===== config.mk =====
export PLATFORM = sky130hd
export DESIGN_NAME = rr_stream_mux
export DESIGN_NICKNAME = d
export VERILOG_FILES = /design/src/rtl/rr_stream_mux_pkg.sv /design/src/rtl/rr_stream_mux_arbiter.sv /design/src/rtl/rr_stream_mux.sv
export SDC_FILE = /design/constraint.sdc
export NUM_CORES = 1
export LEC_CHECK = 0
export ABC_CLOCK_PERIOD_IN_PS = 6400
export BUFFER_PORTS_ARGS = -buffer_cell sky130_fd_sc_hd__buf_4
export CAP_MARGIN = 20
export CORE_UTILIZATION = 25
export CTS_CLUSTER_SIZE = 24
export DETAILED_ROUTE_END_ITERATION = 8
export GPL_TIMING_DRIVEN = 0
export HOLD_SLACK_MARGIN = 0.02
export SLEW_MARGIN = 20
export SYNTH_ARGS = -nofsm -noshare
export SYNTH_HDL_FRONTEND = slang
export SYNTH_SLANG_ARGS = --single-unit

===== constraint.sdc =====
create_clock -name clk -period 6.4 [get_ports clk]
set_clock_uncertainty 0.15 [all_clocks]
set_input_delay 1.28 -clock clk [delete_from_list [all_inputs] [get_ports clk]]
set_output_delay 1.28 -clock clk [all_outputs]
set_load 0.02 [all_outputs]

===== src/rtl/rr_stream_mux_pkg.sv =====
// Shared constants and helpers for the round-robin stream multiplexer.
// Mode encodings plus channel-id width / wrap helpers used by top and arbiter.
package rr_stream_mux_pkg;

    localparam int MODE_SEL = 0;
    localparam int MODE_RR  = 1;

    // Width of a channel id (chan_id_t) for a given channel count; never below one bit.
    function automatic int chan_id_width(input int nch);
        return (nch <= 2) ? 1 : $clog2(nch);
    endfunction

    // Next channel after id, wrapping from nch-1 back to 0 for any nch.
    function automatic int next_chan(input int id, input int nch);
        return (id + 1 >= nch) ? 0 : id + 1;
    endfunction

endpackage


===== src/rtl/rr_stream_mux_arbiter.sv =====
// Rotate-priority search: first requester at or after ptr, wrapping mod NCH.
// Purely combinational; ptr is assumed to stay below NCH.
module rr_arbiter
    import rr_stream_mux_pkg::*;
#(
    parameter int NCH = 4,
    localparam int SELW = chan_id_width(NCH)
) (
    input  logic [NCH-1:0]  req,
    input  logic [SELW-1:0] ptr,
    output logic [NCH-1:0]  grant,
    output logic [SELW-1:0] id,
    output logic            found
);

    localparam logic [SELW:0] NCH_W = (SELW+1)'(NCH);

    logic [SELW-1:0] cand [NCH];

    // cand[i] is the channel with i-th priority; one extra bit keeps ptr+i from overflowing.
    generate
        for (genvar gi = 0; gi < NCH; gi++) begin : g_cand
            logic [SELW:0] sum;
            assign sum      = {1'b0, ptr} + (SELW+1)'(gi);
            assign cand[gi] = (sum >= NCH_W) ? SELW'(sum - NCH_W) : sum[SELW-1:0];
        end
    endgenerate

    always_comb begin
        grant = '0;
        id    = '0;
        found = 1'b0;
        for (int i = 0; i < NCH; i++) begin
            if (!found && req[cand[i]]) begin
                found          = 1'b1;
                id             = cand[i];
                grant[cand[i]] = 1'b1;
            end
        end
    end

endmodule


===== src/rtl/rr_stream_mux.sv =====
// N-channel valid/ready stream multiplexer with a registered output stage.
// Winner comes from an external select or a fair round-robin arbiter.
module rr_stream_mux
    import rr_stream_mux_pkg::*;
#(
    parameter int WIDTH = 8,
    parameter int NCH   = 4,
    parameter int MODE  = MODE_RR,
    localparam int SELW = chan_id_width(NCH)
) (
    input  logic                 clk,
    input  logic                 rst_n,
    input  logic [NCH*WIDTH-1:0] in_data,
    input  logic [NCH-1:0]       in_valid,
    output logic [NCH-1:0]       in_ready,
    input  logic [SELW-1:0]      sel,
    output logic [WIDTH-1:0]     out_data,
    output logic                 out_valid,
    input  logic                 out_ready,
    output logic [SELW-1:0]      out_ch
);

    logic [WIDTH-1:0] out_data_reg;
    logic             out_valid_reg;
    logic [SELW-1:0]  out_ch_reg;
    logic [SELW-1:0]  ptr_reg;
    logic [SELW-1:0]  ptr_next;

    logic             load_en;
    logic             in_xfer;
    logic             win_valid;
    logic [SELW-1:0]  win_id;
    logic [NCH-1:0]   win_grant;
    logic [WIDTH-1:0] chan_data [NCH];

    generate
        for (genvar gi = 0; gi < NCH; gi++) begin : g_chan
            assign chan_data[gi] = in_data[gi*WIDTH +: WIDTH];
        end

        if (MODE == MODE_RR) begin : g_rr
            logic unused_sel;
            assign unused_sel = ^sel;

            rr_arbiter #(
                .NCH (NCH)
            ) u_arb (
                .req   (in_valid),
                .ptr   (ptr_reg),
                .grant (win_grant),
                .id    (win_id),
                .found (win_valid)
            );
        end else begin : g_sel
            localparam logic [SELW:0] NCH_W = (SELW+1)'(NCH);

            // An out-of-range select never wins, even when NCH is not a power of two.
            always_comb begin
                win_valid = 1'b0;
                win_id    = sel;
                win_grant = '0;
                if ({1'b0, sel} < NCH_W) begin
                    if (in_valid[sel]) begin
                        win_valid      = 1'b1;
                        win_grant[sel] = 1'b1;
                    end
                end
            end
        end
    endgenerate

    assign load_en  = !out_valid_reg || out_ready;
    assign in_xfer  = load_en && win_valid;
    // Held low throughout reset so no producer believes a beat was taken.
    assign in_ready = (rst_n && load_en) ? win_grant : '0;

    always_comb begin
        ptr_next = ptr_reg;
        if (in_xfer && (MODE == MODE_RR)) begin
            ptr_next = SELW'(next_chan(int'(win_id), NCH));
        end
    end

    always_ff @(posedge clk or negedge rst_n) begin
        if (!rst_n) begin
            out_data_reg  <= '0;
            out_valid_reg <= 1'b0;
            out_ch_reg    <= '0;
            ptr_reg       <= '0;
        end else begin
            ptr_reg <= ptr_next;
            if (in_xfer) begin
                out_data_reg  <= chan_data[win_id];
                out_ch_reg    <= win_id;
                out_valid_reg <= 1'b1;
            end else if (out_ready) begin
                out_valid_reg <= 1'b0;
            end
        end
    end

    assign out_data  = out_data_reg;
    assign out_valid = out_valid_reg;
    assign out_ch    = out_ch_reg;

endmodule


==> results of run 1 <==
==> stage by stage <==
step	power, mW	setup WS, ns
floorplan	0.6043	2.324
global placement	0.7797	2.123
detailed placement	0.7839	2.108
CTS	0.8598	2.098
global route	0.9267	1.978
finish	0.8522	2.107
==> power by group <==
part	switching, mW	internal [mW]
Sequential	0.0370	0.121
Combinational	0.349	0.273
Clock	0.0282	0.0439
Total	0.414	0.438
==> metal layers <==
layer,track usage,part of all wire
met1,0.1751,0.45
met2,0.2414,0.48
met3,0.02981,0.069
met4,0.03205,0.0022
met5,0,0
==> layout make-up <==
cell class,instances,area share
Tap cell,67,0.04630
Buffer,8,0.03110
Inverter,4,0.008293
Sequential cell,13,0.1797
Multi-Input combinational cell,122,0.4983
Clock buffer,4,0.02488
Timing Repair Buffer,51,0.2115
==> worst max-delay path: cells and delay by family <==
family | cells | cell delay, ns
AOI/OAI and AO/OA | 2 | 0.38
buffers and inverters | 3 | 0.43
and+or+nand+nor | 3 | 0.29
muxes | 1 | 0.48
==> kinds of logic after synthesis <==
group                    after synthesis  synth area share
buffers and inverters                 12           0.05490
AO/OA/AOI/OAI                         31            0.2071
AND/OR/NAND/NOR                       67            0.2572
flip-flops                            13            0.2505
multiplexers                          16            0.1532
adder cells (fa/ha/maj)                8           0.07707
==> synth_stat cells, types with 2 or more instances <==
cell / instances
a21oi_1: 2
a221oi_1: 4
a22oi_1: 4
buf_2: 3
buf_4: 2
buf_6: 2
dfrtp_1: 13
ha_1: 8
inv_1: 3
mux2i_1: 12
mux4_2: 3
nand2_1: 17
nand2b_1: 4
nor2_1: 17
nor3_1: 15
nor3b_1: 2
o21ai_2: 2
o221ai_1: 8
or4_1: 7
==> worst max path at each step <==
| stage | startpoint | end | slack (ns) |
|---|---|---|---|
| after floorplan | in_valid[1] | in_ready[0] | 2.32 |
| after global placement | in_valid[3] | in_ready[0] | 2.12 |
| after detailed placement | in_valid[3] | in_ready[0] | 2.11 |
| after CTS | in_valid[3] | in_ready[0] | 2.10 |
| after global routing | in_valid[3] | in_ready[1] | 1.98 |
| final | in_valid[3] | in_ready[0] | 2.11 |
==> results.md, run 1 <==
* Status: finished, final reports clean
* Register Area at roughly 330 um^2
* Layout cells sized above 1 at 0.3713
* GRT Util Overall at 0.1388
* Design Area, Final at approximately 1800 um^2
* Least-Margin Pin Slew at around 0.92 ns
* Slowest stage delay, CP at between 0.4 and 0.5 ns
* Final period utilization at 0.6708
* Crit-path most repeated cell: buf_4
* Unrepaired setup endpoints after global routing: no
* Dpl cells at between 200 and 300
* Remaining DRCs at 0
* Required time worst endpoint at approximately 5.0 ns
* Peak VDD IR at between 0.00015 and 0.0002 V
* DIE AREA at 5487 um^2
* Core area at just under 5000 um^2
* Most common cell after layout, fill and taps aside: buf_4
* Die W at between 70 and 80 um
* Lkg Pwr at a little over 0.8 nW
* Synth Cell Area at ~1300 um^2
* Slew Limit Fails at 0
* Hold Path Class: reg -> reg
* Setup TNS Final at 0 ns
* Clk slew on worst S/H paths at around 0.06 ns
* WP data arrival at 2.86 ns
* Clock Latency Late Sink at between 0.2 and 0.25 ns
* Antenna cells at 0
* CP cell instances: buf_4, buf_4, mux4_2, nor2b_4, a22oi_1, nor2_1, a221oi_1, nor2_1, buf_4
* I/O Buffers at between 50 and 60
* Final worst path period need at approximately 4.3 ns
* Critical setup path kind: in -> out
* Post-synth top flop: dfrtp_1
* Register area share after synthesis at 0.2505
* Via-to-Cell Ratio at 5.048
* Number of synthesized flops with an enable pin at 0
* CTS Sinks at 13
* Syn nets at slightly below 200
* Maxcap violations at 0
* Synthesized flop and latch total at 13
* Area Overhead vs Synth at 39.40%
* Syn Area/Cell at between 8 and 9 um^2
* Synth area leader: dfrtp_1
* Number of global-route vias before repair at roughly 1,300
* Cell Rows at 25
* Share of the synthesized area in the top cell type at 0.2505
* Worst R2R End: out_data[5]$_DFFE_PN0P_
* Number of placed I/O pins at between 50 and 60
* Setup Buffers After CTS at 0
* RR Startpoint: ptr_reg[0]$_DFFE_PN0P_
* Final cell count without fillers at about 270
* Startpoint Class: input pin
* Post_cts resized at 0
* Multi-input gate area at 902.1 um^2
* First-pass GRT wire length at slightly below 6 mm
* Hold Path Depth at 2
* Root Driver: clkbuf_8
* Post-synthesis instance total at 147
* Total grt overflow at 0
* H-tree depth at 1
* Antenna violations before repair at 0
* Hold Slack at 0.3379 ns
* Routed vias at 1,358
* R2R setup slack at approximately 3 ns
* Fraction of registers with async set/reset at 1.000
* Clock buffer depth at 2
* Min-Delay Startpoint: out_data[3]$_DFFE_PN0P_
* Detail Route Antenna Nets at 0
* Post-synth cell types at 38
* DR WL/cell at between 10 and 15 um
* Max FFs per register at 8
* CTS tree: done
* Gp weighted congestion at between 0.8 and 0.9
* First DRT Iteration DRCs at just over 100
* Num CTS Buffers at 3
* Most frequent cells in the layout: buf_4, nand2_1, nor2_1
* Hold endpoint: out_data[3]$_DFFE_PN0P_
* Final Hold Vio Count at 0
* Register-to-Register Path Depth at 10
* Die Y at approximately 74 um
* Largest net degree at the start of global routing at 15
* Nets at ~250
* Filler instances at 515
* DRT Wirelength at between 3 and 4 mm
* Fin util at 0.3734
* Dpl cell area at ~1800 um^2
* Post-CTS Hold Fix Bufs at 0
* Fmax at between 200 and 250 MHz
* Initial core utilization at 0.2679
* Worst slew margin at 0.3802
* Power per cell area at ~470 nW/um^2
* Endpoint type of the worst setup path: primary output
* Initial DRT Pass Iterations at 4
* Ranking of synthesized cells by area: dfrtp_1, mux2i_1, ha_1
* CP Max Fanout at 10
* Setup violators final at 0
* Slowest-stage cell, CP: mux4_2
* Yosys warns at 0
* Post-DP HPWL at 2.783 mm
No activity file was read; power rests on OpenSTA's default activity.
==> inputs of run 2 (changes only) <==
--- a/config.mk
+++ b/config.mk
@@ -5,7 +5,7 @@
 export SDC_FILE = /design/constraint.sdc
 export NUM_CORES = 1
 export LEC_CHECK = 0
-export ABC_CLOCK_PERIOD_IN_PS = 6400
+export ABC_CLOCK_PERIOD_IN_PS = 3630
 export BUFFER_PORTS_ARGS = -buffer_cell sky130_fd_sc_hd__buf_4
 export CAP_MARGIN = 20
 export CORE_UTILIZATION = 25
==> constraint.sdc (replaced) <==
create_clock -name clk -period 3.63 [get_ports clk]
set_clock_uncertainty 0.15 [all_clocks]
set_input_delay 0.726 -clock clk [delete_from_list [all_inputs] [get_ports clk]]
set_output_delay 0.726 -clock clk [all_outputs]
set_load 0.02 [all_outputs]
==> results.md, run 2 (synthesis results as in run 1) <==
* Detail Route Antenna Nets at 0 (unchanged)
* Num CTS Buffers at 3 (unchanged)
* Final Hold Vio Count at 0 (unchanged)
* WP data arrival at 2.55 ns (-0.31 ns)
* Clock buffer depth at 2 (unchanged)
* Final worst path period need at ~3.4 ns
* GRT Util Overall at 0.1388 (unchanged)
* Lkg Pwr at 0.8354 nW (+2.1%)
* Number of placed I/O pins at 56 (unchanged)
* Via-to-Cell Ratio at 5.000 (-0.96%)
* Initial DRT Pass Iterations at 4 (unchanged)
* Slowest stage delay, CP at 0.45 ns (-0.03 ns)
* Least-Margin Pin Slew at 0.9197 ns (-0.0000001192 ns)
* R2R setup slack at 0.49 ns (-2.57 ns)
* Design Area, Final at 1843 um^2 (+1.8%)
* CTS tree: done
* Peak VDD IR at 0.0003272 V (+76%)
* Number of global-route vias before repair at 1,302 (unchanged)
* Fmax at 292.0 MHz
* Core area at 4848 um^2 (unchanged)
* Required time worst endpoint at 2.75 ns (-2.22 ns)
* Tot Pwr at 1.543 mW (+81%)
* First-pass GRT wire length at 5.934 mm (unchanged)
* Hold Path Class: in -> async
* CP cell instances: buf_4, inv_2, ha_1, mux4_2, a22oi_1, nor2_1, a221oi_1, nor2_1, buf_4
* Most frequent cells in the layout: buf_4, nand2_1, nor2_1
* H-tree depth at 1 (unchanged)
* Area Overhead vs Synth at 41.91%
* Slew Limit Fails at 0 (unchanged)
* I/O Buffers at 51 (unchanged)
* Unrepaired setup endpoints after global routing: no
* Layout cells sized above 1 at 0.3932 (+0.02192)
* CP Max Fanout at 10 (unchanged)
* Gp weighted congestion at 0.8042 (unchanged)
* Max FFs per register at 8 (unchanged)
* Clk slew on worst S/H paths at 0.06 ns (about the same)
* Routed vias at 1,365 (+0.52%)
* Endpoint type of the worst setup path: primary output
* Antenna cells at 0 (unchanged)
* Die W at 74.08 um (unchanged)
* Filler instances at 513 (-0.39%)
* Status: finished, final reports clean
* DR WL/cell at 13.43 um (-0.49%)
* Register Area at 327.8 um^2 (+0.77%)
* Post-DP HPWL at 2.783 mm (unchanged)
* Post-CTS Hold Fix Bufs at 0 (unchanged)
* Slowest-stage cell, CP: mux4_2
* Clock Latency Late Sink at 0.24 ns (about the same)
* Setup violators final at 0 (unchanged)
* Power per cell area at 837.2 nW/um^2 (+78%)
* Antenna violations before repair at 0 (unchanged)
* Worst slew margin at 0.3802 (unchanged)
* Critical setup path kind: reg -> out
* Setup TNS Final at 0 ns (unchanged)
* Maxcap violations at 0 (unchanged)
* Root Driver: clkbuf_8
* Final period utilization at 0.9436
* CTS Sinks at 13 (unchanged)
* Die Y at 74.08 um (unchanged)
* Dpl cell area at 1765 um^2 (unchanged)
* Largest net degree at the start of global routing at 15 (unchanged)
* Nets at 256 (+1.6%)
* Remaining DRCs at 0 (unchanged)
* Cell Rows at 25 (unchanged)
* DRT Wirelength at 3.667 mm (+0.99%)
* Most common cell after layout, fill and taps aside: buf_4
* First DRT Iteration DRCs at 129 (+26%)
* DIE AREA at 5487 um^2 (unchanged)
* CP Buf/Inv Count at 3 (unchanged)
* Total grt overflow at 0 (unchanged)
* Multi-input gate area at 902.1 um^2 (unchanged)
* Worst path top cell family by delay: buffers and inverters
* Startpoint Class: register
* Initial core utilization at 0.2679 (unchanged)
-- run 2: cell count changes in the layout (fill, tap and decap cells not counted), sizes merged --
cell | before | now
buf | 58 | 62
-- run 2: repair_timing --
action,4_1_cts,5_1_grt
resized for setup,1,1
pin swaps,0,0
setup endpoints to repair,4,4
setup buffers,0,4
-- run 2: worst paths after layout --
path | to | start | cells after the start
worst max-delay path | in_ready[0] | ptr_reg[0]$_DFFE_PN0P_ | 9
worst min-delay path | out_ch[1]$_DFFE_PN0P_ | rst_n | 1
worst max register to register | ptr_reg[1]$_DFFE_PN0P_ | ptr_reg[0]$_DFFE_PN0P_ | 11
worst min register to register | out_data[3]$_DFFE_PN0P_ | out_data[3]$_DFFE_PN0P_ | 2
max in group asynchronous | ptr_reg[1]$_DFFE_PN0P_ | rst_n | 1
min in group clk | out_data[3]$_DFFE_PN0P_ | out_data[3]$_DFFE_PN0P_ | 2
-- run 2: final cells by class --
type / count / area share
buffer: 8 / 0.03055
tap: 67 / 0.04549
clock buffer: 4 / 0.02444
sequential: 13 / 0.1779
timing repair buffer: 55 / 0.2240
multi-input combinational: 122 / 0.4895
inverter: 4 / 0.008147
-- run 2: worst reg2reg max path, cell delays in order, from the launching register on --
cell,delay (ns)
dfrtp_2,0.42
buf_4,0.21
inv_2,0.09
ha_1,0.41
mux4_2,0.45
buf_4,0.19
nor2_2,0.30
o21ai_2,0.14
buf_2,0.24
ha_1,0.30
nand2_1,0.05
o21ai_1,0.06
-- run 2: report_power, final --
group          total [mW]  internal [mW]  switching (mW)
clock               0.127         0.0774          0.0498
combinational        1.14          0.511           0.632
sequential          0.273          0.217          0.0565
-- run 2: per-layer routing --
metal  GRT usage  part of all wire  up-vias
met5           0                 0        -
met4     0.03205            0.0022        0
met3     0.02981             0.066        2
met2      0.2414              0.48       45
met1      0.1751              0.45      641
li1            -                 -      677
-- run 2: per-stage QoR --
stage / std cells / setup slack (ns) / hold WS, ns / utilization
2_1_floorplan: 147 / 0.4912 / 0.2804 / -
5_1_grt: 273 / 0.05100 / 0.1755 / 0.3801
3_5_place_dp: 265 / 0.2229 / 0.3294 / 0.3641
3_3_place_gp: 265 / 0.2273 / 0.3230 / 0.3641
4_1_cts: 269 / 0.08294 / 0.1762 / 0.3737
6_report: 273 / 0.2048 / 0.1728 / 0.3801
